[src/rtl/mct_pkg.sv]
// Shared types and helpers for the multi-channel timer bank.
package mct_pkg;

    typedef enum logic [1:0] {
        MODE_OFF      = 2'b00,
        MODE_PERIODIC = 2'b01,
        MODE_ONESHOT  = 2'b10
    } mode_t;

    typedef enum logic {
        ST_IDLE,
        ST_RUN
    } state_t;

    // The unused encoding 2'b11 behaves exactly like OFF.
    function automatic logic mode_active(input logic [1:0] m);
        return (m == MODE_PERIODIC) || (m == MODE_ONESHOT);
    endfunction

endpackage

[src/rtl/mct_channel.sv]
// One timer channel: shadow config, IDLE/RUN FSM, up-counter and tick decode.
module mct_channel
    import mct_pkg::*;
#(
    parameter int WIDTH = 8
) (
    input  logic             clk,
    input  logic             rst,
    input  logic             cfg_we_i,
    input  logic [WIDTH-1:0] cfg_period_i,
    input  logic [1:0]       cfg_mode_i,
    input  logic             start_i,
    output logic             tick_o,
    output logic             busy_o,
    output logic [WIDTH-1:0] count_o
);

    state_t           state_q, state_d;
    logic [WIDTH-1:0] count_q, count_d;
    logic [WIDTH-1:0] active_q, active_d;
    logic [WIDTH-1:0] shadow_period_q, shadow_period_d;
    logic [1:0]       shadow_mode_q, shadow_mode_d;
    logic             terminal;

    // Terminal cycle and status come only from registered state.
    assign terminal = (state_q == ST_RUN) && (count_q == active_q);
    assign tick_o   = terminal;
    assign busy_o   = (state_q == ST_RUN);
    assign count_o  = count_q;

    // Next-state: shadow writes, start/restart, off-write abort, reload or stop at terminal.
    always_comb begin
        state_d         = state_q;
        count_d         = count_q;
        active_d        = active_q;
        shadow_period_d = shadow_period_q;
        shadow_mode_d   = shadow_mode_q;

        if (cfg_we_i) begin
            shadow_period_d = cfg_period_i;
            shadow_mode_d   = cfg_mode_i;
        end

        case (state_q)
            ST_IDLE: begin
                // Start always sees the shadow values from before any same-cycle write.
                if (start_i && mode_active(shadow_mode_q)) begin
                    state_d  = ST_RUN;
                    count_d  = '0;
                    active_d = shadow_period_q;
                end
            end
            ST_RUN: begin
                if (start_i) begin
                    count_d  = '0;
                    active_d = shadow_period_q;
                end else if (cfg_we_i && !mode_active(cfg_mode_i)) begin
                    state_d = ST_IDLE;
                    count_d = '0;
                end else if (terminal) begin
                    count_d = '0;
                    if (shadow_mode_q == MODE_PERIODIC) begin
                        active_d = shadow_period_q;
                    end else begin
                        state_d = ST_IDLE;
                    end
                end else begin
                    count_d = count_q + WIDTH'(1);
                end
            end
            default: begin
                state_d = ST_IDLE;
                count_d = '0;
            end
        endcase
    end

    // Channel state registers, all cleared by reset.
    always_ff @(posedge clk) begin
        if (rst) begin
            state_q         <= ST_IDLE;
            count_q         <= '0;
            active_q        <= '0;
            shadow_period_q <= '0;
            shadow_mode_q   <= MODE_OFF;
        end else begin
            state_q         <= state_d;
            count_q         <= count_d;
            active_q        <= active_d;
            shadow_period_q <= shadow_period_d;
            shadow_mode_q   <= shadow_mode_d;
        end
    end

endmodule

[src/rtl/multi_channel_timer.sv]
// Bank of independent programmable timers with a registered count readback.
module multi_channel_timer
    import mct_pkg::*;
#(
    parameter  int WIDTH    = 8,
    parameter  int CHANNELS = 4,
    localparam int CH_W     = (CHANNELS > 1) ? $clog2(CHANNELS) : 1
) (
    input  logic                clk,
    input  logic                rst,
    input  logic                cfg_we,
    input  logic [CH_W-1:0]     cfg_ch,
    input  logic [WIDTH-1:0]    cfg_period,
    input  logic [1:0]          cfg_mode,
    input  logic [CHANNELS-1:0] start,
    output logic [CHANNELS-1:0] tick,
    output logic [CHANNELS-1:0] busy,
    input  logic [CH_W-1:0]     rd_ch,
    output logic [WIDTH-1:0]    rd_count
);

    logic [CHANNELS-1:0][WIDTH-1:0] count_all;
    logic [WIDTH-1:0]               rd_count_q, rd_count_d;

    // Addresses at or beyond CHANNELS match no channel, so those writes are dropped.
    for (genvar i = 0; i < CHANNELS; i++) begin : g_ch
        logic we;
        assign we = cfg_we && (cfg_ch == CH_W'(i));

        mct_channel #(.WIDTH(WIDTH)) u_ch (
            .clk          (clk),
            .rst          (rst),
            .cfg_we_i     (we),
            .cfg_period_i (cfg_period),
            .cfg_mode_i   (cfg_mode),
            .start_i      (start[i]),
            .tick_o       (tick[i]),
            .busy_o       (busy[i]),
            .count_o      (count_all[i])
        );
    end

    // Readback mux; an out-of-range select reads as zero.
    always_comb begin
        rd_count_d = '0;
        for (int i = 0; i < CHANNELS; i++) begin
            if (rd_ch == CH_W'(i)) begin
                rd_count_d = count_all[i];
            end
        end
    end

    // Readback register gives one cycle of latency from rd_ch.
    always_ff @(posedge clk) begin
        if (rst) begin
            rd_count_q <= '0;
        end else begin
            rd_count_q <= rd_count_d;
        end
    end

    assign rd_count = rd_count_q;

endmodule

[config.mk]
export PLATFORM = sky130hd
export DESIGN_NAME = multi_channel_timer
export DESIGN_NICKNAME = d
export VERILOG_FILES = /design/src/rtl/mct_pkg.sv /design/src/rtl/mct_channel.sv /design/src/rtl/multi_channel_timer.sv
export SDC_FILE = /design/constraint.sdc
export NUM_CORES = 1
export LEC_CHECK = 0
export CAP_MARGIN = 25
export CORE_ASPECT_RATIO = 2
export CORE_MARGIN = 10
export CORE_UTILIZATION = 65
export DETAILED_ROUTE_END_ITERATION = 16
export MAX_ROUTING_LAYER = met4
export PLACE_DENSITY = 0.9
export SYNTH_ARGS = -nofsm -noshare
export SYNTH_HDL_FRONTEND = slang
export SYNTH_HIERARCHICAL = 1
export SYNTH_SLANG_ARGS = --single-unit
[constraint.sdc]
create_clock -name clk -period 2.9 [get_ports clk]
set_clock_uncertainty 0.1 [all_clocks]
set_input_delay 0.29 -clock clk [delete_from_list [all_inputs] [get_ports clk]]
set_output_delay 0.29 -clock clk [all_outputs]
set_load 0.005 [all_outputs]
* Word level (Yosys, flattened, before mapping)
Index checks and enable logic that the tools add are counted. Widths: inputs -> output; s select.
Cells by class: $add $sub $neg 4, equality and inequality tests 36, muxes and demuxes 72, bitwise operators 4, reduce and logical (&&, ||, !) cells 28
Operators with widths (count):
- $mux 8 | 40
- $pmux 8 s2 | 8
- $ne 3x3->1 const B | 12
- $add 8x1->8 const B | 4
- $eq 8x8->1 | 4
- $mux 1 | 20
- $eq 2x2->1 const B | 9
- $logic_and 1x1->1 | 16
- $reduce_and 4->1 | 4
- $eq 2x1->1 const B | 7
- $ne 2x1->1 const B | 4
- $pmux 1 s2 | 4
- $logic_or 1x1->1 | 5
- $logic_not 2->1 | 2
- $not 1->1 | 4
- $logic_not 1->1 | 1
Storage, ports and cells: register bits after elaboration 116, input port bits 21

* Depth between registers and ports, before layout
depth in word-level cells 7, mapped depth 7, depth with buffers taken out 7

* Hierarchy
Netlist, hierarchy kept.
By module, submodules not included:
- mct_channel at g_ch[1].u_ch ... | instances 3, cells an instance 189, area an instance 1652.8 um2
- mct_channel at g_ch[0].u_ch | instances 1, cells an instance 140, area an instance 1378.8 um2
- multi_channel_timer | instances 1, cells an instance 43, area an instance 452.9 um2

* Least setup slack after synthesis
No wires, ideal clock.
path type register to register, start point register g_ch[1].u_ch.shadow_mode_q[1], end point register g_ch[1].u_ch.active_q[7], library setup time 0.126 ns, arrival 1.592 ns, required time 2.674 ns, slack 1.082 ns, stages on the path, launching flop included 8, cells stage by stage dfxtp_1 > inv_1 > ha_1 > nand2b_1 > a221oi_2 > buf_2 > or3b_2 > nand4_1
On the way: cells in the longest elaborated chain, start to end 5, elaborated cells on any way between the ends 7, those cells by class eq/ne: 4; reduce/logical: 3
Ends and longest elaborated chain:
- start, declared | RTL line mct_channel.sv:22 | logic [1:0] shadow_mode_q, shadow_mode_d;
- start signal, assigned | RTL line mct_channel.sv:91 | shadow_mode_q <= shadow_mode_d;
- $eq 2x1->1 or $eq 2x2->1 (tied branches) | RTL line mct_pkg.sv:17, mct_channel.sv:62
- $logic_or 1x1->1 | RTL line mct_pkg.sv:17 | return (m == MODE_PERIODIC) || (m == MODE_ONESHOT);
- $logic_and 1x1->1 | RTL line mct_channel.sv:47 | if (start_i && mode_active(shadow_mode_q)) begin
- $ne 2x1->1 (no line)
- $reduce_and 4->1 (no line) (*)
- end signal, assigned | RTL line mct_channel.sv:89 | active_q <= active_d;
- end, declared | RTL line mct_channel.sv:20 | logic [WIDTH-1:0] active_q, active_d;
Mark *: on every way between the ends. The rest lies on a longest branch, timed or not. A chain may end at the register's enable or synchronous reset.

* Final worst setup path
start point register g_ch[0].u_ch.count_q[3], end point output tick[0]
On the way: cells in the longest elaborated chain, start to end 2
Ends and longest elaborated chain:
- start, declared | RTL line mct_channel.sv:19 | logic [WIDTH-1:0] count_q, count_d;
- start signal, assigned | RTL line mct_channel.sv:88 | count_q <= count_d;
- $eq 8x8->1 | RTL line mct_channel.sv:26 | assign terminal = (state_q == ST_RUN) && (count_q == active_q);
- $logic_and 1x1->1 | RTL line mct_channel.sv:26
- end, declared | RTL line multi_channel_timer.sv:16 | output logic [CHANNELS-1:0] tick,
No other way between the ends.

==> flow_summary.ini <==
[synthesis]
synth.ff_latch_count = 116
ys_types = 54
yosys_warnings = 6
ys_seq_area_frac = 0.342
synth_nets = 779
synthCells = 750
syn_area_mm2 = 0.00679
async_reset_ff_frac = 0
synth.avg_cell_area_um2 = 9.05
ys.flop_type = dfxtp_1
synth_edf_count = 0

[clock_tree]
insertion_delay_ns = 0.42
clock-root-buffer = clkbuf_16
clock_sinks = 116
postCtsSetupBuffers = 0
max-clock-path-buffers = 2
cts.clk_slew.worst_paths_ns = 0.06
cts_resized = 0
cts_max_level = 4
tritoncts = yes
cts_buffers = 17
cts_hold_buf = 0

[worst_setup_path]
start_kind = register
rr_worst_depth = 5
critical_path_depth = 4
cp-end-kind = primary output
worstReg2RegEnd = g_ch[0].u_ch/count_o[4]
path_max_fanout = 6
crit_chain = xor2_1, or2_4, nor3_1, clkdlybuf4s50_1
max_stage_delay_ns = 0.56
crit_buf_inv = 1
criticalPathCategory = register to primary output
r2r_slack_ns = 0.84
rr_startpoint = g_ch[0].u_ch/count_o[3]
cp_top_family = simple AND/OR/NAND/NOR gates
cp.arrival_ns = 2.28
critPathSlowestCell = dfxtp_1
critical_path_required_ns = 2.51

[global_routing]
grt_pass1_wl_um = 31200
grt_pass1_vias = 6211
grt_usage = 0.263
gr-total-overflow = 0
grt_max_degree = 93
antenna_found_initial = 0

[min_path]
min_path_cells = 2
hold_end = g_ch[2].u_ch/shadow_period_q[1]
min_from = rst
hold_class = primary input to register

[routing]
drtIter0Drc = 697
vias = 6196
vias_per_cell = 6.73
drc_errors = 0
drtAntennaViolNets = 0
drtPass1Iterations = 6
routedWlPerCell_um = 21.1
postRouteWirelength_um = 19400

[sta]
setup_tns_ns = 0
grt_setup_unrepaired = no
slew-limit-headroom = 0.422
drv_slew = 0
fin_crit_sh = 0.922
hold_slack_ns = 0.363
worstMarginPinSlew_ns = 0.868
fmax_mhz = 374
min_period_ns = 2.67
hold_violations = 0
setup_viol = 0

[layout]
final_common_cell = dfxtp_1
mostFrequentLayoutCells = dfxtp_1, mux2i_1, nor2_1
insertedDiodeCount = 0
layout.nets = 801
final_layout_size_suffix_gt1_frac = 0.132
postLayoutCoreUtil = 0.778
area_delta_synth_final_pct = 16.3
final.fill_count = 650

[floorplanning]
rows = 52
io_pins = 37
dieHeight_um = 165
die_area_mm2 = 0.0152
die_w_um = 92.3
core_area_mm2 = 0.0101
start_util = 0.669

[run_status]
run_status = finished, final reports clean

[run]
cap_viol_max_count = 0

[power_and_ir_drop]
p_seq_frac = 0.376
p_int_w = 0.00334
sw_frac_of_total = 0.239
p_leak_nw = 2.72
ir_worst_vdd_mv = 0.577
switchingPower_w = 0.00105
clock_power_share = 0.526
power.density_mw_per_mm2 = 556
comb_power_share = 0.097

[place]
globalplace.congestion = 0.913
io_buffers = 36
dp_hpwl_um = 13000
[power by group through the flow]
stage / sequential, W / combinational (W) / clock [W]
after floorplan: 0.00168 / 0.000265 / 0
after global placement: 0.00168 / 0.000395 / 0
after detailed placement: 0.00169 / 0.000408 / 0
after CTS: 0.00165 / 0.000416 / 0.00232
after global routing: 0.00166 / 0.000451 / 0.00239
final: 0.00165 / 0.000427 / 0.00231
[metal layers]
metal  routed length [um]  up-vias  global-route usage
met5                    0        -                   -
met3                 1050       89              0.0455
met4                 1030        0               0.169
li1                     -     2801                   -
met1                 6940     3003               0.252
met2                10400      303               0.474
[flip-flops by register name, indices dropped and copies added (netlist names)]
| signal | count |
|---|---|
| g_ch.u_ch/active_q | 32 |
| g_ch.u_ch/busy_o | 4 |
| g_ch.u_ch/count_o | 32 |
| g_ch.u_ch/shadow_mode_q | 8 |
| g_ch.u_ch/shadow_period_q | 32 |
| rd_count | 8 |
[layout make-up]
| type | instances | area, um2 | share of cell area |
|---|---|---|---|
| inverter | 15 | 56.3 | 0.00713 |
| clock inverter | 12 | 203 | 0.0257 |
| clock buffer | 20 | 447 | 0.0565 |
| multi-input combinational | 560 | 4150 | 0.525 |
| tap | 135 | 169 | 0.0214 |
| timing repair buffer | 62 | 553 | 0.0700 |
| sequential | 116 | 2320 | 0.294 |
[worst max-delay path by stage]
stage,start,slack [ns],to
floorplan,g_ch[1].u_ch/shadow_mode_q[1],1.08,g_ch[1].u_ch/active_q[7]
global placement,cfg_mode[0],0.45,g_ch[1].u_ch/count_o[2]
detailed placement,cfg_mode[0],0.32,g_ch[3].u_ch/count_o[2]
CTS,g_ch[3].u_ch/count_o[4],0.27,tick[3]
global route,g_ch[0].u_ch/count_o[3],0.17,tick[0]
finish,g_ch[0].u_ch/count_o[3],0.23,tick[0]
[metrics by stage]
stage	cell area, um2	instances	setup WS, ns	total power, W
after global routing	7900	920	0.174	0.00449
after floorplan	6790	750	1.08	0.00194
after CTS	7900	920	0.272	0.00439
final	7900	920	0.226	0.00439
after detailed placement	7250	888	0.320	0.00209
after global placement	7250	888	0.446	0.00208
[synthesized netlist by cell type (all sizes together), types with 7 or more instances]
master   instances  area [um2]
dfxtp          116        2320
mux2i           64         641
nor2            52         195
o21ai           48         252
nand2           45         169
xnor2           35         329
clkbuf          34         129
nand4           33         206
nor2b           27         169
nor3b           26         195
buf             25         138
nand4b          25         234
nand4bb         25         282
or3b            24         210
nand2b          23         144
nand3           18        95.1
nor3            16        91.3
inv             15        56.3
o211ai          15         113
a21oi           10        50.1
o22ai            9        56.3
ha               8         100
a2111oi          7         136
[logic make-up (layout without fill, tap and decap cells)]
| logic type | after synthesis | count (layout) | share of synthesized area |
|---|---|---|---|
| adder cells (fa/ha/maj) | 8 | 8 | 0.0147 |
| XOR/XNOR | 41 | 41 | 0.0562 |
| AND/OR/NAND/NOR | 325 | 325 | 0.305 |
| buffers and inverters | 74 | 109 | 0.0475 |
| multiplexers | 64 | 64 | 0.0943 |
| flip-flops | 116 | 116 | 0.342 |
| AO/OA/AOI/OAI | 122 | 122 | 0.141 |
Note: power is estimated with default switching activity, not from simulation.
==> edit, RTL diff (same flow settings) <==
Change the parameter `CHANNELS` from 4 to 8.
--- a/src/rtl/multi_channel_timer.sv
+++ b/src/rtl/multi_channel_timer.sv
@@ -3,7 +3,7 @@
     import mct_pkg::*;
 #(
     parameter  int WIDTH    = 8,
-    parameter  int CHANNELS = 4,
+    parameter  int CHANNELS = 8,
     localparam int CH_W     = (CHANNELS > 1) ? $clog2(CHANNELS) : 1
 ) (
     input  logic                clk,
Interface: changed (5 resized); port bits go from 37 to 51. The function was not compared with the original's and may differ.
==> edit against the unedited design <==
Sequential cell count increased by 108. Setup slack got worse by 0.10 ns. Synthesized area increased by 69%. Largest power group is now registers. Synthesized cell count increased by 67%. Die area increased by 56%. Largest cell class unchanged. Cell area increased by 64%. Wire length increased by 55%. Total power increased by 52%.
==> edit: results <==
# TYPE chip_impl_metric gauge
chip_impl_info{name="outcome",value="completed"} 1
chip_impl_metric{name="drt_pre_antenna_iters",unit=""} 5
chip_impl_metric{name="wire_length_of_the_first_global_routing_pass",unit="mm"} 48.2
chip_impl_metric{name="cp.arrival",unit="ns"} 2.39
chip_impl_metric{name="preCtsSetupSlack",unit="ns"} 0.451
chip_impl_metric{name="wl_per_cell",unit="um"} 19.7
chip_impl_metric{name="synth_top_cell_area_share",unit=""} 0.390
chip_impl_metric{name="grtUsageTotal",unit=""} 0.252
chip_impl_metric{name="grt_pass1_vias",unit=""} 9584
chip_impl_metric{name="peakVddDrop",unit="uV"} 637
chip_impl_metric{name="synth-seq-area-share",unit=""} 0.390
chip_impl_metric{name="yosysUniqueCellTypes",unit=""} 58
chip_impl_metric{name="inserted_clock_buffers",unit=""} 20
chip_impl_metric{name="dpl_cell_area",unit="um2"} 12200
chip_impl_metric{name="clock_path_buffers",unit=""} 3
chip_impl_metric{name="cts.htree.levels",unit=""} 1
chip_impl_metric{name="layout_fillers",unit=""} 1221
chip_impl_info{name="top_cell_types_by_occurrence_after_synthesis",value="dfxtp_1 (224), nor2_1 (170), mux2i_1 (98)"} 1
chip_impl_metric{name="worstSkewPairLatency",unit="ns"} 0.50
chip_impl_metric{name="critical_path.max_fanout",unit=""} 7
chip_impl_info{name="netlist_top_cells_area",value="dfxtp_1 (39%), mux2i_1 (8.5%), nor2_1 (5.6%), xor2_1 (4.7%), a21oi_1 (3.7%)"} 1
chip_impl_metric{name="power.leakage",unit="uW"} 0.00491
chip_impl_metric{name="area_growth_syn_to_layout",unit="%"} 13.1
chip_impl_metric{name="worstMarginPinSlew",unit="ns"} 0.744
chip_impl_metric{name="dp_hpwl",unit="mm"} 21.5
chip_impl_metric{name="longest_individual_stage_delay_on_the_worst_path",unit="ns"} 0.51
[edit: changes by cell type after synthesis, moves of 38 or more]
cell,delta
nor2_1,+118
a21oi_1,+74
nand3_1,+42
dfxtp_1,+108
nand2b_1,+38
xor2_1,+56
[edit: cell type report]
class,count,share of cell area
inverters,18,0.00520
well taps,210,0.0202
multi-input cells,968,0.518
clock inverters,11,0.0163
clock buffers,25,0.0424
repair buffers,70,0.0521
flip-flops and latches,224,0.346
[edit: critical path: cells and delay by family (launching register included)]
family | cells | cell delay, ns
AND/OR/NAND/NOR | 2 | 0.73
buffers and inverters | 1 | 0.51
flip-flops | 1 | 0.50
XOR/XNOR | 1 | 0.15
[edit: cells by family (layout without fill, tap and decap cells)]
family / after synthesis / in the layout / share of synthesized area
mux: 114 / 114 / 0.101
flops: 224 / 224 / 0.390
buf+inv: 59 / 124 / 0.0243
xor+xnor: 92 / 92 / 0.0760
compound gates: 284 / 284 / 0.171
fa+ha+maj: 16 / 16 / 0.0174
simple gates: 462 / 462 / 0.220
[edit: final timing paths]
kind                              startpoint                       end  slack [ns]  cells past startpoint
max reg2reg    g_ch[1].u_ch/shadow_mode_q[1]  g_ch[1].u_ch/active_q[2]        0.89                      7
max                  g_ch[2].u_ch/count_o[2]                   tick[2]        0.12                      4
min                                      rst   g_ch[6].u_ch/count_o[1]        0.17                      2
min reg2reg  g_ch[0].u_ch/shadow_period_q[3]  g_ch[0].u_ch/active_q[3]        0.37                      2
[edit: layer usage]
| layer | track usage | vias up | part of all wire |
|---|---|---|---|
| met5 | - | - | 0 |
| li1 | - | 4532 | - |
| met3 | 0.0340 | 134 | 0.054 |
| met2 | 0.433 | 384 | 0.52 |
| met1 | 0.251 | 4552 | 0.35 |
| met4 | 0.184 | 0 | 0.075 |
